[src/rtl/ether_tx_dibit.sv]
// RMII-style transmit serializer: bytes in, LSB-first dibits out, with preamble/SFD,
// interframe gap and underrun abort. Define ETHER_TX_PREAMBLE_EN to insert preamble+SFD.
module ether_tx_dibit #(
  parameter int IFG_CYCLES = 48
`ifdef ETHER_TX_PREAMBLE_EN
  , parameter int PREAMBLE_BYTES = 7
`endif
) (
  input  logic       clk,
  input  logic       rst,
  input  logic       axiiv,
  input  logic [7:0] axiid,
  input  logic       axiil,
  output logic       axiir,
  output logic       axiov,
  output logic [1:0] axiod,
  output logic       underrun
);

  localparam int CNT_W = 16;
  localparam logic [2:0] S_IDLE  = 3'd0;
  localparam logic [2:0] S_DATA  = 3'd2;
  localparam logic [2:0] S_DRAIN = 3'd3;
  localparam logic [2:0] S_IFG   = 3'd4;
`ifdef ETHER_TX_PREAMBLE_EN
  localparam logic [2:0] S_PRE   = 3'd1;
  localparam logic [CNT_W-1:0] PRE_LAST = CNT_W'(PREAMBLE_BYTES * 4 + 3);
  localparam logic [CNT_W-1:0] PRE_SFD  = CNT_W'(PREAMBLE_BYTES * 4 + 2);
`endif
  localparam logic [CNT_W-1:0] DATA_LAST = CNT_W'(3);
  localparam logic [CNT_W-1:0] IFG_LAST  = CNT_W'(IFG_CYCLES - 1);

  logic [2:0]       r_state;
  logic [CNT_W-1:0] r_cnt;
  logic [7:0]       r_sh;
  logic             r_sh_last;
  logic [7:0]       r_buf;
  logic             r_buf_last;
  logic             r_buf_valid;
  logic             r_axiir;
  logic             r_axiov;
  logic [1:0]       r_axiod;
  logic             r_underrun;

  logic [2:0]       w_state;
  logic [CNT_W-1:0] w_cnt;
  logic [7:0]       w_sh;
  logic             w_sh_last;
  logic [7:0]       w_buf;
  logic             w_buf_last;
  logic             w_buf_valid;
  logic             w_axiir;
  logic             w_axiov;
  logic [1:0]       w_axiod;
  logic             w_underrun;
  logic             w_xfer;
  logic             w_store;
  logic             w_start;
  logic [1:0]       w_dsel;
  logic [1:0]       w_dibit;

  assign w_xfer = axiiv && r_axiir;
  assign w_dsel = r_cnt[1:0] + 2'd1;

  always_comb begin
    w_dibit = r_sh[1:0];
    case (w_dsel)
      2'd1:    w_dibit = r_sh[3:2];
      2'd2:    w_dibit = r_sh[5:4];
      2'd3:    w_dibit = r_sh[7:6];
      default: w_dibit = r_sh[1:0];
    endcase
  end

  always_comb begin
    w_state     = r_state;
    w_cnt       = r_cnt;
    w_sh        = r_sh;
    w_sh_last   = r_sh_last;
    w_buf       = r_buf;
    w_buf_last  = r_buf_last;
    w_buf_valid = r_buf_valid;
    w_axiov     = 1'b0;
    w_axiod     = 2'b00;
    w_underrun  = 1'b0;
    w_start     = 1'b0;
    w_store     = w_xfer;

    case (r_state)
      S_IDLE: w_start = r_buf_valid;
`ifdef ETHER_TX_PREAMBLE_EN
      S_PRE: begin
        w_axiov = 1'b1;
        if (r_cnt == PRE_LAST) begin
          w_state = S_DATA;
          w_cnt   = '0;
          w_axiod = r_sh[1:0];
        end else begin
          w_cnt   = r_cnt + CNT_W'(1);
          w_axiod = (r_cnt == PRE_SFD) ? 2'b11 : 2'b01;
        end
      end
`endif
      S_DATA: begin
        if (r_cnt != DATA_LAST) begin
          w_axiov = 1'b1;
          w_cnt   = r_cnt + CNT_W'(1);
          w_axiod = w_dibit;
        end else if (r_sh_last) begin
          w_state = S_IFG;
          w_cnt   = '0;
        end else if (r_buf_valid) begin
          w_axiov     = 1'b1;
          w_cnt       = '0;
          w_sh        = r_buf;
          w_sh_last   = r_buf_last;
          w_buf_valid = 1'b0;
          w_axiod     = r_buf[1:0];
        end else begin
          // A byte arriving on this very edge is too late; if it closes the
          // frame there is nothing left to drain.
          w_underrun  = 1'b1;
          w_store     = 1'b0;
          w_buf_valid = 1'b0;
          w_cnt       = '0;
          w_state     = (w_xfer && axiil) ? S_IFG : S_DRAIN;
        end
      end
      S_DRAIN: begin
        w_store = 1'b0;
        if (w_xfer && axiil) begin
          w_state = S_IFG;
          w_cnt   = '0;
        end
      end
      S_IFG: begin
        if (r_cnt == IFG_LAST) begin
          w_state = S_IDLE;
          w_start = r_buf_valid;
        end else begin
          w_cnt = r_cnt + CNT_W'(1);
        end
      end
      default: w_state = S_IDLE;
    endcase

    // Leaving the gap with a byte already buffered starts the frame without an extra idle cycle.
    if (w_start) begin
      w_sh        = r_buf;
      w_sh_last   = r_buf_last;
      w_buf_valid = 1'b0;
      w_axiov     = 1'b1;
      w_cnt       = '0;
`ifdef ETHER_TX_PREAMBLE_EN
      w_state     = S_PRE;
      w_axiod     = 2'b01;
`else
      w_state     = S_DATA;
      w_axiod     = r_buf[1:0];
`endif
    end

    if (w_store) begin
      w_buf       = axiid;
      w_buf_last  = axiil;
      w_buf_valid = 1'b1;
    end

    w_axiir = (w_state == S_DRAIN) ? 1'b1 : !w_buf_valid;
  end

  always_ff @(posedge clk) begin
    if (!rst) begin
      r_state     <= S_IDLE;
      r_cnt       <= '0;
      r_sh        <= '0;
      r_sh_last   <= 1'b0;
      r_buf       <= '0;
      r_buf_last  <= 1'b0;
      r_buf_valid <= 1'b0;
      r_axiir     <= 1'b0;
      r_axiov     <= 1'b0;
      r_axiod     <= 2'b00;
      r_underrun  <= 1'b0;
    end else begin
      r_state     <= w_state;
      r_cnt       <= w_cnt;
      r_sh        <= w_sh;
      r_sh_last   <= w_sh_last;
      r_buf       <= w_buf;
      r_buf_last  <= w_buf_last;
      r_buf_valid <= w_buf_valid;
      r_axiir     <= w_axiir;
      r_axiov     <= w_axiov;
      r_axiod     <= w_axiod;
      r_underrun  <= w_underrun;
    end
  end

  assign axiir    = r_axiir;
  assign axiov    = r_axiov;
  assign axiod    = r_axiod;
  assign underrun = r_underrun;

endmodule

[config.mk]
export PLATFORM = sky130hd
export DESIGN_NAME = ether_tx_dibit
export DESIGN_NICKNAME = d
export VERILOG_FILES = /design/src/rtl/ether_tx_dibit.sv
export SDC_FILE = /design/constraint.sdc
export NUM_CORES = 1
export LEC_CHECK = 0
export ABC_AREA = 1
export CAP_MARGIN = 10
export CORE_MARGIN = 10
export CORE_UTILIZATION = 53
export CTS_CLUSTER_DIAMETER = 150
export DETAILED_ROUTE_END_ITERATION = 8
export HOLD_SLACK_MARGIN = 0.06
export PLACE_DENSITY_LB_ADDON = 0.2
export SLEW_MARGIN = 25
export SYNTH_ARGS = -nofsm -noshare
export SYNTH_HDL_FRONTEND = slang
export SYNTH_SLANG_ARGS = --single-unit
[constraint.sdc]
create_clock -name clk -period 1.55 [get_ports clk]
set_clock_uncertainty 0.05 [all_clocks]
set_input_delay 0.2325 -clock clk [delete_from_list [all_inputs] [get_ports clk]]
set_output_delay 0.2325 -clock clk [all_outputs]
set_load 0.02 [all_outputs]
* Word level (Yosys, flattened, before mapping)
Index checks and enable logic that the tools add are counted.
Word-level totals: register bits 43, logic and storage cells 86
Cells by class: reductions and logical operators 12, add/subtract/negate cells 2, multiplexer cells 46, equality and inequality tests 13, bitwise gates (word level) 2
Operators by type and width (number):
- $mux 16 | 3
- $pmux 16 s3 | 1
- $mux 8 | 5
- $mux 1 | 21
- $mux 3 | 7
- $add 16x1->16 const B | 1
- $eq 16x6->1 const B | 1
- $ne 16x2->1 const B | 1
- $pmux 3 s4 | 1
- $mux 2 | 5
- $eq 3x2->1 const B | 3
- $ne 2x2->1 const B | 3
- $pmux 2 s3 | 1
- $eq 2x2->1 const B | 2
- $pmux 1 s2 | 2
- $reduce_and 4->1 | 1
- $reduce_bool 2->1 | 2
- $reduce_or 4->1 | 1
- $eq 3x3->1 const B | 1
- $logic_not 3->1 | 1
- $reduce_and 3->1 | 1
- $reduce_bool 3->1 | 1
- $add 2x1->2 const B | 1
- $eq 2x1->1 const B | 1
- other kinds (6) | 8

* Longest topological paths before layout
Gate-level depths: netlist of the first run.
depth in word-level cells 10, gate-level depth with buffers 12, gate-level depth less buffers 12

* Worst setup path after synthesis of the first run
OpenSTA, ideal clock, no wires.
kind flip-flop to flip-flop, from reg r_cnt[1], to reg r_sh[1], arrival time 1.508 ns, clock period less this slack 1.674 ns, setup time 0.116 ns, slack -0.124 ns, cell stages (with the launch flop) 12, data required time 1.384 ns, path through dfxtp_1 ha_1 buf_2 nand3_2 nor2_4 nand2_1 nand2_2 nand2_4 nand2_4 inv_2 nor2_1 nor2_1
Between the ends: longest elaborated chain between the ends 5
RTL lines:
- from (decl) | line 34 | logic [CNT_W-1:0] r_cnt;
- from (signal assigned) | line 187 | r_cnt <= w_cnt;
- $eq 16x6->1 | line 137 | if (r_cnt == IFG_LAST) begin
- $mux 1 | line 137
- $pmux 1 s2 | line 89 | case (r_state)
- $ne 2x2->1 (no source line), or another cell as far along
- $reduce_and 4->1 (no source line)
- to (signal assigned) | line 188 | r_sh <= w_sh;
- to (decl) | line 35 | logic [7:0] r_sh;
Parallel ways exist; a longest one is shown, timed or not. A chain may end at the register's enable or synchronous reset.

* Worst setup path after layout of the first run
from reg r_cnt[5], to reg r_cnt[10]
Between the ends: longest elaborated chain between the ends 4
RTL lines:
- parallel branches: the longest is 4 deep, another holds $add 16x1->16
Several ways; the timed one is not identified. The select of a mux whose other input is x is not followed.

==> results of run 1 <==
flip-flops by register name, summed over array words and instances (netlist names):
register	cells
axiod	2
axiov	1
r_cnt	16
r_buf_valid	1
r_buf_last	1
axiir	1
underrun	1
r_sh_last	1
r_sh	8
r_buf	8
r_state	3
final cells by class:
| cell class | instances | area, um^2 |
|---|---|---|
| repair buffers | 64 | 589 |
| inverters | 36 | 156 |
| flip-flops and latches | 43 | 867 |
| clock buffers | 5 | 68.8 |
| fillers | 318 | 1040 |
| multi-input cells | 268 | 1530 |
| well taps | 52 | 65.1 |
| clock inverters | 2 | 37.5 |
synth_stat cells (2+ instances only):
library cell	instances
nand2_1	79
nand2_2	9
xor2_1	6
nand4_1	10
nand3_1	16
inv_1	32
nor2_4	3
o21ai_0	21
dfxtp_1	43
buf_2	3
buf_6	3
nand3_2	2
nor2_1	74
a21oi_1	25
ha_1	4
buf_4	2
nor3_1	5
nand2_4	3
stage by stage:
| stage | hold WS, ns | setup TNS, ns |
|---|---|---|
| 3_3_place_gp | 0.417 | -2.70 |
| 6_report | 0.441 | -0.418 |
| 5_1_grt | 0.477 | -3.42 |
| 2_1_floorplan | 0.346 | 0 |
| 3_5_place_dp | 0.425 | -3.47 |
| 4_1_cts | 0.438 | -0.0915 |
where the power goes:
part	switching (W)	internal [W]	total, W
combinational	0.000208	0.000165	0.000373
sequential	0.0000339	0.00115	0.00119
clock	0.000409	0.000471	0.000881
worst max-delay path, stage by stage, from the launching register on:
cell,delay (ns)
dfxtp_1,0.39
buf_4,0.14
nand2_1,0.08
nor2_1,0.15
buf_4,0.15
nand3_1,0.07
nand2_1,0.08
nand2_1,0.07
a21oi_1,0.23
nand2_4,0.06
a21oi_2,0.11
layer usage:
| metal | share of wire | vias up | track usage |
|---|---|---|---|
| li1 | - | 1260 | - |
| met1 | 0.43 | 1207 | 0.212 |
| met2 | 0.49 | 85 | 0.262 |
| met3 | 0.050 | 22 | 0.0309 |
| met4 | 0.030 | 0 | 0.0739 |
| met5 | 0 | - | 0 |
cell families (layout without fill, tap and decap cells):
| group | after synthesis | in the layout | synth area share |
|---|---|---|---|
| buffers and inverters | 46 | 107 | 0.0880 |
| AOI/OAI and AO/OA | 52 | 52 | 0.114 |
| and+or+nand+nor | 205 | 206 | 0.395 |
| DFF | 43 | 43 | 0.361 |
| adders and majority gates | 4 | 4 | 0.0210 |
| xor gates and xnor gates | 6 | 6 | 0.0220 |
cells in the final DEF (no fill, tap or decap), types with 2 or more instances in the layout:
| master | count |
|---|---|
| xor2_1 | 6 |
| buf_4 | 38 |
| nand3_2 | 3 |
| nand3_1 | 14 |
| nor2_1 | 59 |
| inv_1 | 28 |
| nand4_1 | 10 |
| nand2_4 | 8 |
| a21oi_1 | 19 |
| a21oi_2 | 5 |
| nor3_1 | 4 |
| nor2_4 | 5 |
| nand2_1 | 61 |
| clkdlybuf4s50_1 | 14 |
| ha_1 | 2 |
| clkbuf_8 | 5 |
| nand2_2 | 22 |
| buf_8 | 2 |
| nor2_2 | 14 |
| buf_6 | 6 |
| dfxtp_1 | 38 |
| inv_4 | 5 |
| nand3_4 | 2 |
| o21ai_1 | 3 |
| dfxtp_2 | 5 |
| o21ai_0 | 18 |
what timing repair did:
action                                  in CTS  in global routing
hold buffers                                 0                  0
pin swaps                                    7                 13
cloned                                       1                  1
endpoints found under the setup margin      36                 42
buffers inserted                             0                  3
gates resized for setup                     27                 60
how the worst min path moves through the flow:
| stage | start | end | slack, ns | cells past startpoint |
|---|---|---|---|---|
| global route | r_buf[7] | r_sh[7] | 0.48 | 2 |
| floorplan | axiid[0] | r_buf[0] | 0.35 | 2 |
| global placement | r_buf[5] | r_buf[5] | 0.42 | 2 |
| finish | r_buf[7] | r_buf[7] | 0.44 | 2 |
| CTS | r_buf[1] | axiod[1] | 0.44 | 2 |
| detailed placement | r_buf[7] | r_buf[7] | 0.43 | 2 |
==> results by group, run 1 <==
GRT
  • Largest net degree at the start of global routing: 19
  • Tot GR Track Use: 0.165
  • Antenna violations before repair: 0
  • Number of global-route vias before repair: 2390
  • Aggregate global routing overflow: 0
  • First-pass GRT wire length: 10500 um

Setup path
  • CP arrival: 1.84 ns
  • CP Class: reg -> reg
  • RR Startpoint: r_cnt[5]
  • Worst setup SP type: flop
  • Crit Reg-Reg Endpoint: r_cnt[10]
  • Worst-path maximum fanout: 3
  • CP required: 1.75 ns
  • R2R depth: 10
  • Crit end category: flop
  • Reg-to-reg setup timing slack: -0.09 ns
  • First element of the critical path: r_cnt[5]
  • CP endpoint: r_cnt[10]

Synthesis
  • Top FF cell, synth: dfxtp_1
  • Syn Inst Count: 356
  • Leading area contributor after synthesis: dfxtp_1
  • Register area share after synthesis: 0.361
  • Syn_nets: 372
  • Synthesized area: 0.00239 mm^2
  • Share of the synthesized area in the top cell type: 0.361
  • Post-synth EDFFs: 0
  • Synthesized area per cell: 6.71 um^2
  • Seq cells post-synth: 43
  • Ys async rst share: 0
  • Yosys warning count: 0
  • Synth unique cells: 34
  • Largest cells by area after synthesis: dfxtp_1 36%, nand2_1 12%, nor2_1 12%

Route
  • ANT nets after route: 0
  • Via/cell ratio: 5.48
  • Routed WL per cell: 14.5 um
  • DRC violations left: 0
  • Via count: 2574
  • Total wire length: 6810 um
  • Iteration-0 DRC count of the detailed router: 174
  • DRT Pass-1 Iters: 5

Power and ir drop
  • Pwr dens: 735 mW/mm^2
  • Total power: 0.00244 W
  • Leakage dissipation: 1.49 nW
  • Peak VDD IR: 0.534 mV

Clocking
  • H-tree depth: 2
  • CTS Buffer Depth: 2
  • CTS tree: yes
  • Root buf cell: clkbuf_8
  • Sinks on the clock net: 43
  • CTS clk-pin slew, worst paths: 0.08 ns
  • Num CTS Buffers: 5
  • Worst-Skew Late Latency: 0.30 ns

Outcome
  • Failing checks: setup timing
  • Outcome: complete, but fails checks

Placed design
  • DP Area: 0.00289 mm^2
  • Worst slack, placed: -0.183 ns
  • Dpl hpwl: 4490 um
  • Dpl cells: 458
  • IO buf count: 16
  • Placer congestion estimate: 0.897

Layout
  • Post-Route Utilization: 0.762
  • Share of layout cells above drive strength 1: 0.323
  • Final nets: 434
  • Fin area: 0.00332 mm^2
  • Antenna cells: 0
  • Layout Cells excl Fill: 470
  • Area Growth Syn to Fin: 39.0%

Floorplanning
  • Die Wd: 87.1 um
  • IO Count: 17
  • Core Area: 0.00435 mm^2
  • Die Y: 87.1 um
  • DIE AREA: 0.00759 mm^2
  • Initial core utilization: 0.548
  • Row cnt: 24

Timing
  • Worst-margin pin slew: 0.353 ns
  • Max Slew Vio Count: 0
  • RSZ-0062 raised after global routing: true
  • Post-route clock period utilization: 1.06
  • Max Clk Rate: 608 MHz
  • Max-slew headroom: 0.763
  • Final-report hold violation count: 0
  • Setup violators final: 17
  • Min Tclk post-route: 1.64 ns
  • Setup WS post-layout: -0.0935 ns

Run
  • Number of max-cap violations: 0

Min path
  • Type of the worst min-delay path: reg -> reg
(Power assumes the default switching activity.)
==> run 2: changes to the inputs <==
--- a/config.mk
+++ b/config.mk
@@ -11,7 +11,7 @@
 export CORE_UTILIZATION = 53
 export CTS_CLUSTER_DIAMETER = 150
 export DETAILED_ROUTE_END_ITERATION = 8
-export HOLD_SLACK_MARGIN = 0.06
+export HOLD_SLACK_MARGIN = 0.05
 export PLACE_DENSITY_LB_ADDON = 0.2
 export SLEW_MARGIN = 25
 export SYNTH_ARGS = -nofsm -noshare
==> results of run 2 <==
The final DEF is identical to that of run 1; final timing and power are the same.
==> run 3: changes to the inputs <==
--- a/config.mk
+++ b/config.mk
@@ -8,7 +8,7 @@
 export ABC_AREA = 1
 export CAP_MARGIN = 10
 export CORE_MARGIN = 10
-export CORE_UTILIZATION = 53
+export CORE_UTILIZATION = 40
 export CTS_CLUSTER_DIAMETER = 150
 export DETAILED_ROUTE_END_ITERATION = 8
 export HOLD_SLACK_MARGIN = 0.05
==> results by group, run 3 (synthesis results as in run 1) <==
Layout
  • Layout Cells excl Fill: 502
  • Area Growth Syn to Fin: 47.8%
  • Share of layout cells above drive strength 1: 0.384
  • Max reg flops: 16
  • Largest registers: r_cnt x16, r_buf x8, r_sh x8
  • Most frequent cells in the layout: 57 x nand2_1, 54 x nor2_1, 45 x buf_4
  • Layout fillers: 526
  • Antenna cells: 0
  • Final nets: 442
  • Most common cell after layout, fill and taps aside: nand2_1
  • Most flops, register: r_cnt

Floorplanning
  • Core Area: 0.00585 mm^2
  • IO Count: 17
  • DIE AREA: 0.00946 mm^2
  • Row cnt: 28
  • Initial core utilization: 0.408
  • Die Y: 97.3 um
  • Die Wd: 97.3 um

Timing
  • Worst-margin pin slew: 0.390 ns
  • Setup WS post-layout: -0.0768 ns
  • Post-route clock period utilization: 1.05
  • Max Clk Rate: 615 MHz
  • Max Slew Vio Count: 0
  • Setup violators final: 16
  • Sum of negative setup slack: -0.573 ns
  • Max-slew headroom: 0.739
  • Final-report hold violation count: 0
  • RSZ-0062 raised after global routing: true
  • Min Tclk post-route: 1.63 ns

Power and ir drop
  • Leakage dissipation: 1.62 nW
  • Pwr dens: 720 mW/mm^2
  • Peak VDD IR: 0.532 mV

Setup path
  • Worst Path Buf+Inv: 3
  • CP required: 1.74 ns
  • CP peak stage delay: 0.37 ns
  • Crit-path cells: ha_4 > buf_6 > nand3_4 > nor2_4 > buf_6 > nand3_4 > nand2_8 > buf_8 > nand2_2 > a21oi_2
  • CP Class: reg -> reg
  • CP arrival: 1.82 ns
  • Worst setup SP type: flop
  • Crit end category: flop
  • Slowest cell on crit path: dfxtp_2
  • Worst-path maximum fanout: 8
  • Family with the most delay on the worst path: simple AND/OR/NAND/NOR gates

Clocking
  • Root buf cell: clkbuf_8
  • CTS tree: yes
  • CTS Buffer Depth: 2
  • Hold-fix buffers, CTS: 0
  • Sinks on the clock net: 43
  • CTS clk-pin slew, worst paths: 0.09 ns
  • H-tree depth: 2
  • Worst-Skew Late Latency: 0.31 ns
  • Num CTS Buffers: 5

Route
  • Total wire length: 6700 um
  • Via/cell ratio: 4.95
  • DRC violations left: 0
  • DRT Pass-1 Iters: 4
  • Via count: 2483
  • Iteration-0 DRC count of the detailed router: 106
  • ANT nets after route: 0
  • Routed WL per cell: 13.3 um

GRT
  • Largest net degree at the start of global routing: 19
  • Aggregate global routing overflow: 0
  • Number of global-route vias before repair: 2460
  • Antenna violations before repair: 0
  • First-pass GRT wire length: 11100 um
  • Tot GR Track Use: 0.135

Placed design
  • Dpl cells: 484
  • Dpl hpwl: 4620 um
  • Placer congestion estimate: 0.925
  • IO buf count: 16

Outcome
  • Failing checks: setup timing
  • Outcome: complete, but fails checks

Min path
  • Type of the worst min-delay path: reg -> reg

Run
  • Number of max-cap violations: 0
## run 3: worst paths after layout
path	start	cells after the start	slack (ns)	end
worst min-delay path	r_buf[3]	2	0.45	r_sh[3]
worst min register to register	r_buf[3]	2	0.45	r_sh[3]
worst max register to register	r_cnt[1]	10	-0.08	r_cnt[8]
worst max-delay path	r_cnt[1]	10	-0.08	r_cnt[8]
## run 3: power breakdown
part / switching (W) / leakage [nW] / internal [W]
combinational: 0.000221 / 1.21 / 0.000180
sequential: 0.0000332 / 0.352 / 0.00115
clock: 0.000463 / 0.0587 / 0.000489
## run 3: final cells by class
type	instances	area (um^2)	area share
clock buffers	5	68.8	0.0195
clock inverters	3	47.5	0.0135
inverters	36	159	0.0450
multi-input cells	268	1660	0.469
flip-flops and latches	43	866	0.245
well taps	75	93.8	0.0266
repair buffers	72	638	0.181
## run 3: stage by stage
stage / power, W / hold WS [ns] / utilization / setup slack (ns) / instance area [um^2]
2_1_floorplan: 0.00138 / 0.346 / - / 0.000600 / 2400
3_3_place_gp: 0.00151 / 0.420 / 0.503 / -0.123 / 2950
3_5_place_dp: 0.00151 / 0.426 / 0.503 / -0.164 / 2950
4_1_cts: 0.00248 / 0.445 / 0.550 / -0.0281 / 3220
5_1_grt: 0.00263 / 0.478 / 0.603 / -0.157 / 3530
6_report: 0.00254 / 0.447 / 0.603 / -0.0768 / 3530
## run 3: what timing repair did
item,in CTS,in global routing
endpoints found under the setup margin,38,42
resized for setup,41,83
setup buffers,3,6
cloned,1,0
pin swaps,7,18
## run 3: worst reg2reg max path, cell delays in order (launching register included)
cell and delay, ns:
dfxtp_2 0.37, ha_4 0.16, buf_6 0.10, nand3_4 0.08, nor2_4 0.11, buf_6 0.11
nand3_4 0.10, nand2_8 0.12, buf_8 0.14, nand2_2 0.06, a21oi_2 0.15
## run 3: metal layers
layer,up-vias,track usage,share of wire
li1,1279,-,-
met1,1149,0.169,0.46
met2,43,0.222,0.49
met3,12,0.0235,0.033
met4,0,0.0604,0.018
met5,-,0,0
